--- src/rtl/load_store_unit_pkg.sv ---
// Shared types for the L1 data-cache initiator: cache operations, FSM states
// and the alignment helpers used to decide whether a request is split into byte beats.
package load_store_unit_pkg;

    typedef enum logic [3:0] {
        mem_idle  = 4'd0,
        ld_byte_s = 4'd1,
        ld_byte_u = 4'd2,
        ld_half_s = 4'd3,
        ld_half_u = 4'd4,
        ld_word   = 4'd5,
        str_byte  = 4'd6,
        str_half  = 4'd7,
        str_word  = 4'd8
    } mem_operation_t;

    typedef enum logic [1:0] {
        IDLE = 2'd0,
        BEAT = 2'd1,
        RESP = 2'd2
    } lsu_state_t;

    function automatic logic is_load(input mem_operation_t op);
        return (op == ld_byte_s) || (op == ld_byte_u) || (op == ld_half_s) ||
               (op == ld_half_u) || (op == ld_word);
    endfunction

    function automatic logic is_half(input mem_operation_t op);
        return (op == ld_half_s) || (op == ld_half_u) || (op == str_half);
    endfunction

    function automatic logic is_misaligned(input mem_operation_t op, input logic [1:0] lo);
        logic mis;
        case (op)
            ld_half_s, ld_half_u, str_half: mis = lo[0];
            ld_word, str_word:              mis = (lo != 2'b00);
            default:                        mis = 1'b0;
        endcase
        return mis;
    endfunction

endpackage

--- src/rtl/load_store_unit_load_extend.sv ---
// Byte/half-word select with sign or zero extension; purely combinational.
// Misaligned halves come pre-assembled in bytes 0..1, aligned ones are picked by lane.
module load_extend
    import load_store_unit_pkg::*;
#(
    parameter int WORD_LENGTH = 4
) (
    input  mem_operation_t               op_i,
    input  logic [1:0]                   lane_i,
    input  logic                         misaligned_i,
    input  logic [WORD_LENGTH*8-1:0]     data_i,
    output logic [WORD_LENGTH*8-1:0]     data_o
);

    logic [7:0]  byte_sel;
    logic [15:0] half_sel;

    always_comb begin
        byte_sel = data_i[{lane_i, 3'b000} +: 8];
        if (misaligned_i || !lane_i[1]) begin
            half_sel = data_i[15:0];
        end else begin
            half_sel = data_i[31:16];
        end

        data_o = '0;
        case (op_i)
            ld_byte_s: data_o = {{24{byte_sel[7]}}, byte_sel};
            ld_byte_u: data_o = {24'h0, byte_sel};
            ld_half_s: data_o = {{16{half_sel[15]}}, half_sel};
            ld_half_u: data_o = {16'h0, half_sel};
            ld_word:   data_o = data_i;
            default:   data_o = '0;
        endcase
    end

endmodule

--- src/rtl/load_store_unit.sv ---
// MEM-stage initiator for the L1 data cache: one request at a time, first access issued
// combinationally on accept, misaligned half/word accesses split into sequential byte beats.
module load_store_unit
    import load_store_unit_pkg::*;
#(
    parameter int WORD_LENGTH   = 4,
    parameter int ADDRESS_WIDTH = 14
) (
    input  logic                         clk,
    input  logic                         rstN,
    input  logic                         req_valid,
    output logic                         req_ready,
    input  mem_operation_t               req_op,
    input  logic [ADDRESS_WIDTH-1:0]     req_addr,
    input  logic [WORD_LENGTH*8-1:0]     req_wdata,
    output logic                         resp_valid,
    output logic [WORD_LENGTH*8-1:0]     resp_rdata,
    output logic                         resp_misaligned,
    output logic                         stall,
    output mem_operation_t               cache_op,
    output logic [ADDRESS_WIDTH-1:0]     cache_addr,
    output logic [WORD_LENGTH*8-1:0]     cache_wdata,
    input  logic [WORD_LENGTH*8-1:0]     cache_rdata
);

    localparam int AW = ADDRESS_WIDTH;
    localparam int DW = WORD_LENGTH * 8;

    lsu_state_t     state_q, state_d;
    mem_operation_t op_q, op_d;
    logic [AW-1:0]  addr_q, addr_d;
    logic [DW-1:0]  wdata_q, wdata_d;
    logic [DW-1:0]  data_q, data_d;
    logic [1:0]     beat_q, beat_d;
    logic [1:0]     last_q, last_d;
    logic           mis_q, mis_d;

    logic [AW-1:0]  beat_addr;
    logic [DW-1:0]  ext_data;

    // Wraps naturally at the top of the address space.
    assign beat_addr = addr_q + AW'(beat_q);

    load_extend #(.WORD_LENGTH(WORD_LENGTH)) u_load_extend (
        .op_i         (op_q),
        .lane_i       (addr_q[1:0]),
        .misaligned_i (mis_q),
        .data_i       (data_q),
        .data_o       (ext_data)
    );

    always_comb begin
        state_d         = state_q;
        op_d            = op_q;
        addr_d          = addr_q;
        wdata_d         = wdata_q;
        data_d          = data_q;
        beat_d          = beat_q;
        last_d          = last_q;
        mis_d           = mis_q;
        req_ready       = 1'b0;
        resp_valid      = 1'b0;
        resp_rdata      = '0;
        resp_misaligned = 1'b0;
        cache_op        = mem_idle;
        cache_addr      = '0;
        cache_wdata     = '0;
        stall           = (state_q != IDLE);

        case (state_q)
            IDLE: begin
                req_ready = 1'b1;
                if (req_valid && (req_op != mem_idle)) begin
                    op_d    = req_op;
                    addr_d  = req_addr;
                    wdata_d = req_wdata;
                    beat_d  = 2'd1;
                    last_d  = is_half(req_op) ? 2'd1 : 2'd3;
                    mis_d   = is_misaligned(req_op, req_addr[1:0]);
                    if (mis_d) begin
                        state_d = BEAT;
                        if (is_load(req_op)) begin
                            cache_op    = ld_word;
                            cache_addr  = {req_addr[AW-1:2], 2'b00};
                            data_d      = '0;
                            data_d[7:0] = cache_rdata[{req_addr[1:0], 3'b000} +: 8];
                        end else begin
                            cache_op         = str_byte;
                            cache_addr       = req_addr;
                            cache_wdata[7:0] = req_wdata[7:0];
                        end
                    end else begin
                        state_d = RESP;
                        if (is_load(req_op)) begin
                            // Loads always fetch the whole word; extraction happens locally.
                            cache_op   = ld_word;
                            cache_addr = {req_addr[AW-1:2], 2'b00};
                            data_d     = cache_rdata;
                        end else begin
                            cache_op    = req_op;
                            cache_addr  = req_addr;
                            cache_wdata = req_wdata;
                        end
                    end
                end
            end
            BEAT: begin
                if (is_load(op_q)) begin
                    cache_op   = ld_word;
                    cache_addr = {beat_addr[AW-1:2], 2'b00};
                    data_d[{beat_q, 3'b000} +: 8] = cache_rdata[{beat_addr[1:0], 3'b000} +: 8];
                end else begin
                    cache_op         = str_byte;
                    cache_addr       = beat_addr;
                    cache_wdata[7:0] = wdata_q[{beat_q, 3'b000} +: 8];
                end
                if (beat_q == last_q) begin
                    state_d = RESP;
                end else begin
                    beat_d = beat_q + 2'd1;
                end
            end
            RESP: begin
                resp_valid      = 1'b1;
                resp_misaligned = mis_q;
                resp_rdata      = is_load(op_q) ? ext_data : '0;
                state_d         = IDLE;
            end
            default: state_d = IDLE;
        endcase
    end

    always_ff @(posedge clk or negedge rstN) begin
        if (!rstN) begin
            state_q <= IDLE;
            op_q    <= mem_idle;
            addr_q  <= '0;
            wdata_q <= '0;
            data_q  <= '0;
            beat_q  <= '0;
            last_q  <= '0;
            mis_q   <= 1'b0;
        end else begin
            state_q <= state_d;
            op_q    <= op_d;
            addr_q  <= addr_d;
            wdata_q <= wdata_d;
            data_q  <= data_d;
            beat_q  <= beat_d;
            last_q  <= last_d;
            mis_q   <= mis_d;
        end
    end

endmodule

--- config.mk ---
export PLATFORM = sky130hd
export DESIGN_NAME = load_store_unit
export DESIGN_NICKNAME = d
export VERILOG_FILES = /design/src/rtl/load_store_unit_pkg.sv /design/src/rtl/load_store_unit_load_extend.sv /design/src/rtl/load_store_unit.sv
export SDC_FILE = /design/constraint.sdc
export NUM_CORES = 1
export LEC_CHECK = 0
export BUFFER_PORTS_ARGS = -buffer_cell sky130_fd_sc_hd__clkbuf_2
export CAP_MARGIN = 0
export CORE_ASPECT_RATIO = 0.6
export CORE_MARGIN = 2
export CORE_UTILIZATION = 45
export DETAILED_ROUTE_END_ITERATION = 8
export GPL_TIMING_DRIVEN = 0
export MAX_ROUTING_LAYER = met4
export PLACE_DENSITY = 0.7
export REMOVE_ABC_BUFFERS = 1
export SLEW_MARGIN = 20
export SYNTH_ARGS = -nofsm -noshare
export SYNTH_HDL_FRONTEND = slang
export SYNTH_SLANG_ARGS = --single-unit
--- constraint.sdc ---
create_clock -name clk -period 6.44 [get_ports clk]
set_input_delay 0.322 -clock clk [delete_from_list [all_inputs] [get_ports clk]]
set_output_delay 0.322 -clock clk [all_outputs]
set_load 0.02 [all_outputs]
## After elaboration in Yosys (flattened, before gate mapping)

Cells that the tools add are included.

- Word-level logic and storage cells: 104
- Bits in registers: 89

- Multiplexer cells: 43
- $add $sub $neg: 3
- Shifts and indexed selects: 6
- Equal/unequal tests: 20
- Reductions and logical operators: 24

Operators with widths:

| kind | count |
|---|---|
| $mux 32 | 9 |
| $pmux 32 s5 | 1 |
| $shiftx 32x6->8 | 4 |
| $pmux 32 s2 | 1 |
| $mux 24 | 2 |
| $bwmux 32 | 1 |
| $shift 8x7->32 const A | 1 |
| $shiftx 8x7->32 | 1 |
| $pmux 14 s2 | 1 |
| $mux 8 | 3 |
| $eq 4x3->1 const B | 5 |
| $mux 2 | 10 |
| $eq 4x2->1 const B | 4 |
| $mux 16 | 1 |
| $pmux 8 s2 | 1 |
| $add 14x2->14 | 1 |
| $mux 14 | 1 |
| $mux 4 | 3 |
| $logic_or 1x1->1 | 11 |
| $ne 2x2->1 const B | 5 |
| $eq 4x1->1 const B | 2 |
| $pmux 2 s2 | 2 |
| $pmux 4 s2 | 1 |
| $neg 5->7 | 1 |
| 17 further kinds | 24 |

## Longest topological paths before layout

- Word-level depth: 9
- Mapped depth: 9

## Cells and area by module

From an unflattened synthesis, not the netlist that was laid out.

- Cells, all modules: 691
- Area total of the unflattened synthesis: 6233.5 µm²

Modules (own cells, without submodules):

| module | sequential area each (µm²) | cells an instance | area each (µm²) | instances |
|---|---|---|---|---|
| load_store_unit | 2227.1 | 600 | 5470.2 | 1 |
| load_extend | 0.0 | 91 | 763.2 | 1 |

## Worst setup path before layout

No wires, ideal clock.

- Path kind: reg-to-output
- From: register beat_q[0]
- To: output port cache_addr[8]
- Arrival: 1.891 ns
- Cell stages (with the launch flop): 8
- Setup slack: 4.227 ns
- Cell sequence: dfrtp_1 -> ha_1 -> fa_1 -> nand3_1 -> nor2_1 -> nand4_1 -> xor2_1 -> o21ai_0

- Cells in the longest elaborated chain, start to end: 2

Ends and longest elaborated chain:

| item | RTL line | RTL |
|---|---|---|
| start, declared | load_store_unit.sv:34 | `logic [1:0] beat_q, beat_d;` |
| start signal, assigned | load_store_unit.sv:149 | `beat_q <= beat_d;` |
| $add 14x2->14 | load_store_unit.sv:42 | `assign beat_addr = addr_q + AW'(beat_q);` |
| $pmux 14 s2 | load_store_unit.sv:70 | `case (state_q)` |
| end, declared | load_store_unit.sv:21 | `output logic [ADDRESS_WIDTH-1:0] cache_addr,` |

Every way passes these cells.

## Final worst setup path

- From: register beat_q[0]
- To: output port cache_addr[10]

Same word-level chain as after synthesis.

==> results.cfg <==
[placed_design]
portBuffers = 170
hpwlAfterDp_um = 13100
place.gp.congestion = 0.943
numPlacedInstances = 967
place_ws_ns = 3.46

[clock_network]
root_buffer = clkbuf_16
cts_tree = done
cts.sinks = 89
clk_pin_slew_ns = 0.07
cts_buffers = 9
clock_path_buffers = 2
clk_latency_ns = 0.34
ctsHoldBuffers = 0
cts-resized-gates = 0
htree_levels = 3
postCtsSetupBuffers = 0

[worst_setup_path]
ff2ff_path_depth = 5
ff2ff_setup_slack_ns = 3.49
arrival_ns = 2.96
r2r_start = beat_q[0]
cp-end-kind = output port
crit_top_cell = nand3_1
cp_max_fo = 17
critPathKind = register to output port
startpoint = beat_q[0]
startpoint_type = register
critical_path.slowest_cell = dfrtp_1
max_stage_delay_ns = 0.92
setup.worst_path.end = cache_addr[10]
worstPathRequired_ns = 6.12
crit_chain = ha_1, fa_1, nand3_1, nor2_1, nand3_1, xor2_1, o21ai_0, clkbuf_2
rr_endpoint = data_q[9]

[power]
clkPwrFrac_pct = 15.7
switching_share_pct = 45.2
intPower_uw = 1860
p_switching_uw = 1540
seqPwrFrac_pct = 33.7
p_comb_share_pct = 50.6
powerDensity_nw_per_um2 = 471
power.leakage_uw = 0.00342
p_total_uw = 3400
irDropWorstVdd_uv = 182

[floorplan]
chipHeight_um = 93.7
row_count = 32
start_util_pct = 46.5
dieWidth_um = 154
core_um2 = 13000
die-area_um2 = 14400
ios = 171

[sta]
fin_crit_sh_pct = 50.9
rsz0062_at_grt = no
worst_slack_ns = 3.16
slew_headroom_pct = 24.9
fin_crit_ns = 3.28
setup_viol = 0
finalHoldViolCount = 0
tns_ns = 0
tightestPinTransition_ns = 1.12
drv_slew = 0
fin_skew_ns = 0.0110
timing.fmax_mhz = 305

[detailed_routing]
drt-total-wl_um = 18500
firstDrtPassIters = 7
drt_iter0_drc = 626
drc = 0
routedWlPerCell_um = 18.9
viasPerCell = 5.94
vias = 5836
ant_nets = 0

[synth]
synth_top_area_share_pct = 36.9
netlist_area_um2 = 6040
syn_inst = 676
synth_top_cell_by_area = dfrtp_1
syn_avg_cell_area_um2 = 8.93
synth_seq_area_share_pct = 36.9
ys_warn_count = 0
synth_area_leaders = dfrtp_1 (37%), nand2_1 (11%), mux4_2 (9.0%), a21oi_1 (3.6%), a22oi_1 (3.0%)
synth-main-ff-cell = dfrtp_1
synth_edf_count = 0
synthDistinctLibCells = 59
synth_seq_cells = 89
ys_async_sr_fraction_pct = 100

[finish]
fin_nets = 900
syn_to_final_growth_pct = 19.5
fin_cells = 983
fillerInstances = 1173
n_antenna_cell = 0
drive_gt1_share_pct = 29.9
final_core_util_pct = 55.6

[global_route]
grt_pass1_vias = 5730
met3_usage_pct = 6.46
grt_use_total_pct = 26.9
grt_pass1_wl_um = 29700
use_met2_pct = 40.3
antenna_found_initial = 0
grtUsageMet1_pct = 37.1
gr-max-usage-layer = met2
grt_max_degree = 90
grt_overflow = 0

[outcome]
outcome = finished clean

[hold_path]
hp-class = input port to asynchronous set/reset pin

[run]
drv_cap = 0
## per-layer routing
layer  vias up  wire (um)
met5         -          0
met4         0        221
met3        28       1760
met2       329       8170
met1      2792       8380
li1       2687          -
## registers in the layout, indices dropped and copies added (netlist names)
| signal | flops |
|---|---|
| mis_q | 1 |
| addr_q | 14 |
| state_q | 2 |
| last_q | 2 |
| data_q | 32 |
| beat_q | 2 |
| op_q | 4 |
| wdata_q | 32 |
## cells in the final DEF (no fill, tap or decap), drive strengths merged, types with 10 or more instances in the layout
cell type	Yosys	final
clkbuf	15	179
nand2	177	177
dfrtp	89	89
a21oi	50	50
nor2	45	45
and3	27	27
o21ai	26	26
mux4	24	24
a22oi	24	24
nand3	17	17
nand2b	13	13
inv	8	11
a32o	10	10
## critical path, delay by kind of cell (launching register included)
family                     cells  cell delay [ns]
AOI/OAI and AO/OA              1             0.21
and+or+nand+nor                3             0.54
xor gates and xnor gates       1             0.16
DFF                            1             0.92
buffers and inverters          1             0.22
adders and majority gates      2             0.56
## per-stage QoR
stage / hold WS [ns] / cell area (um2)
CTS: 0.0691 / 7210
finish: 0.0413 / 7220
detailed placement: 0.434 / 6910
global placement: 0.456 / 6790
global route: 0.0965 / 7220
floorplan: 0.0264 / 5730
## cell usage after synthesis (9+ instances only)
master,count
o21ai_0,17
dfrtp_1,89
a22o_1,9
nand2b_1,13
a22oi_1,24
a31oi_1,9
nor2_1,43
nand3_1,16
buf_2,23
clkbuf_1,15
mux2i_1,9
xnor2_1,9
nand2_1,177
a21oi_1,43
mux4_2,24
and3_1,27
a32o_1,10
buf_6,10
## cell type report
cell class / instances / area, um2 / area share [%]
multi-input combinational: 526 / 3510 / 48.6
inverter: 8 / 30.0 / 0.416
sequential: 89 / 2230 / 30.9
timing repair buffer: 174 / 937 / 13.0
tap: 170 / 213 / 2.95
clock buffer: 9 / 225 / 3.12
clock inverter: 7 / 76.3 / 1.06
## power by group through the flow
stage / clock (uW) / combinational, uW / sequential [uW]
CTS: 546 / 1700 / 1140
floorplan: 0 / 1250 / 1040
detailed placement: 0 / 1700 / 1150
global route: 567 / 1880 / 1190
finish: 534 / 1720 / 1150
global placement: 0 / 1620 / 1120
## cells by family (layout without fill, tap and decap cells)
kind of cell / after synthesis / in the layout / share of synthesized area [%]
and+or+nand+nor: 307 / 307 / 23.5
AOI/OAI and AO/OA: 156 / 156 / 18.3
DFF: 89 / 89 / 36.9
buffers and inverters: 61 / 198 / 5.64
muxes: 41 / 41 / 11.9
xor gates and xnor gates: 15 / 15 / 2.18
adders and majority gates: 7 / 7 / 1.58
## worst min path at each step
stage / slack (ns) / depth (start not counted) / to / start
after global placement: 0.46 / 2 / wdata_q[5] / wdata_q[5]
after detailed placement: 0.43 / 1 / op_q[1] / rstN
after CTS: 0.07 / 1 / op_q[1] / rstN
final: 0.04 / 1 / wdata_q[30] / rstN
after floorplan: 0.03 / 0 / addr_q[0] / rstN
after global routing: 0.1 / 1 / wdata_q[30] / rstN
Note: power is estimated with default switching activity, not from simulation.
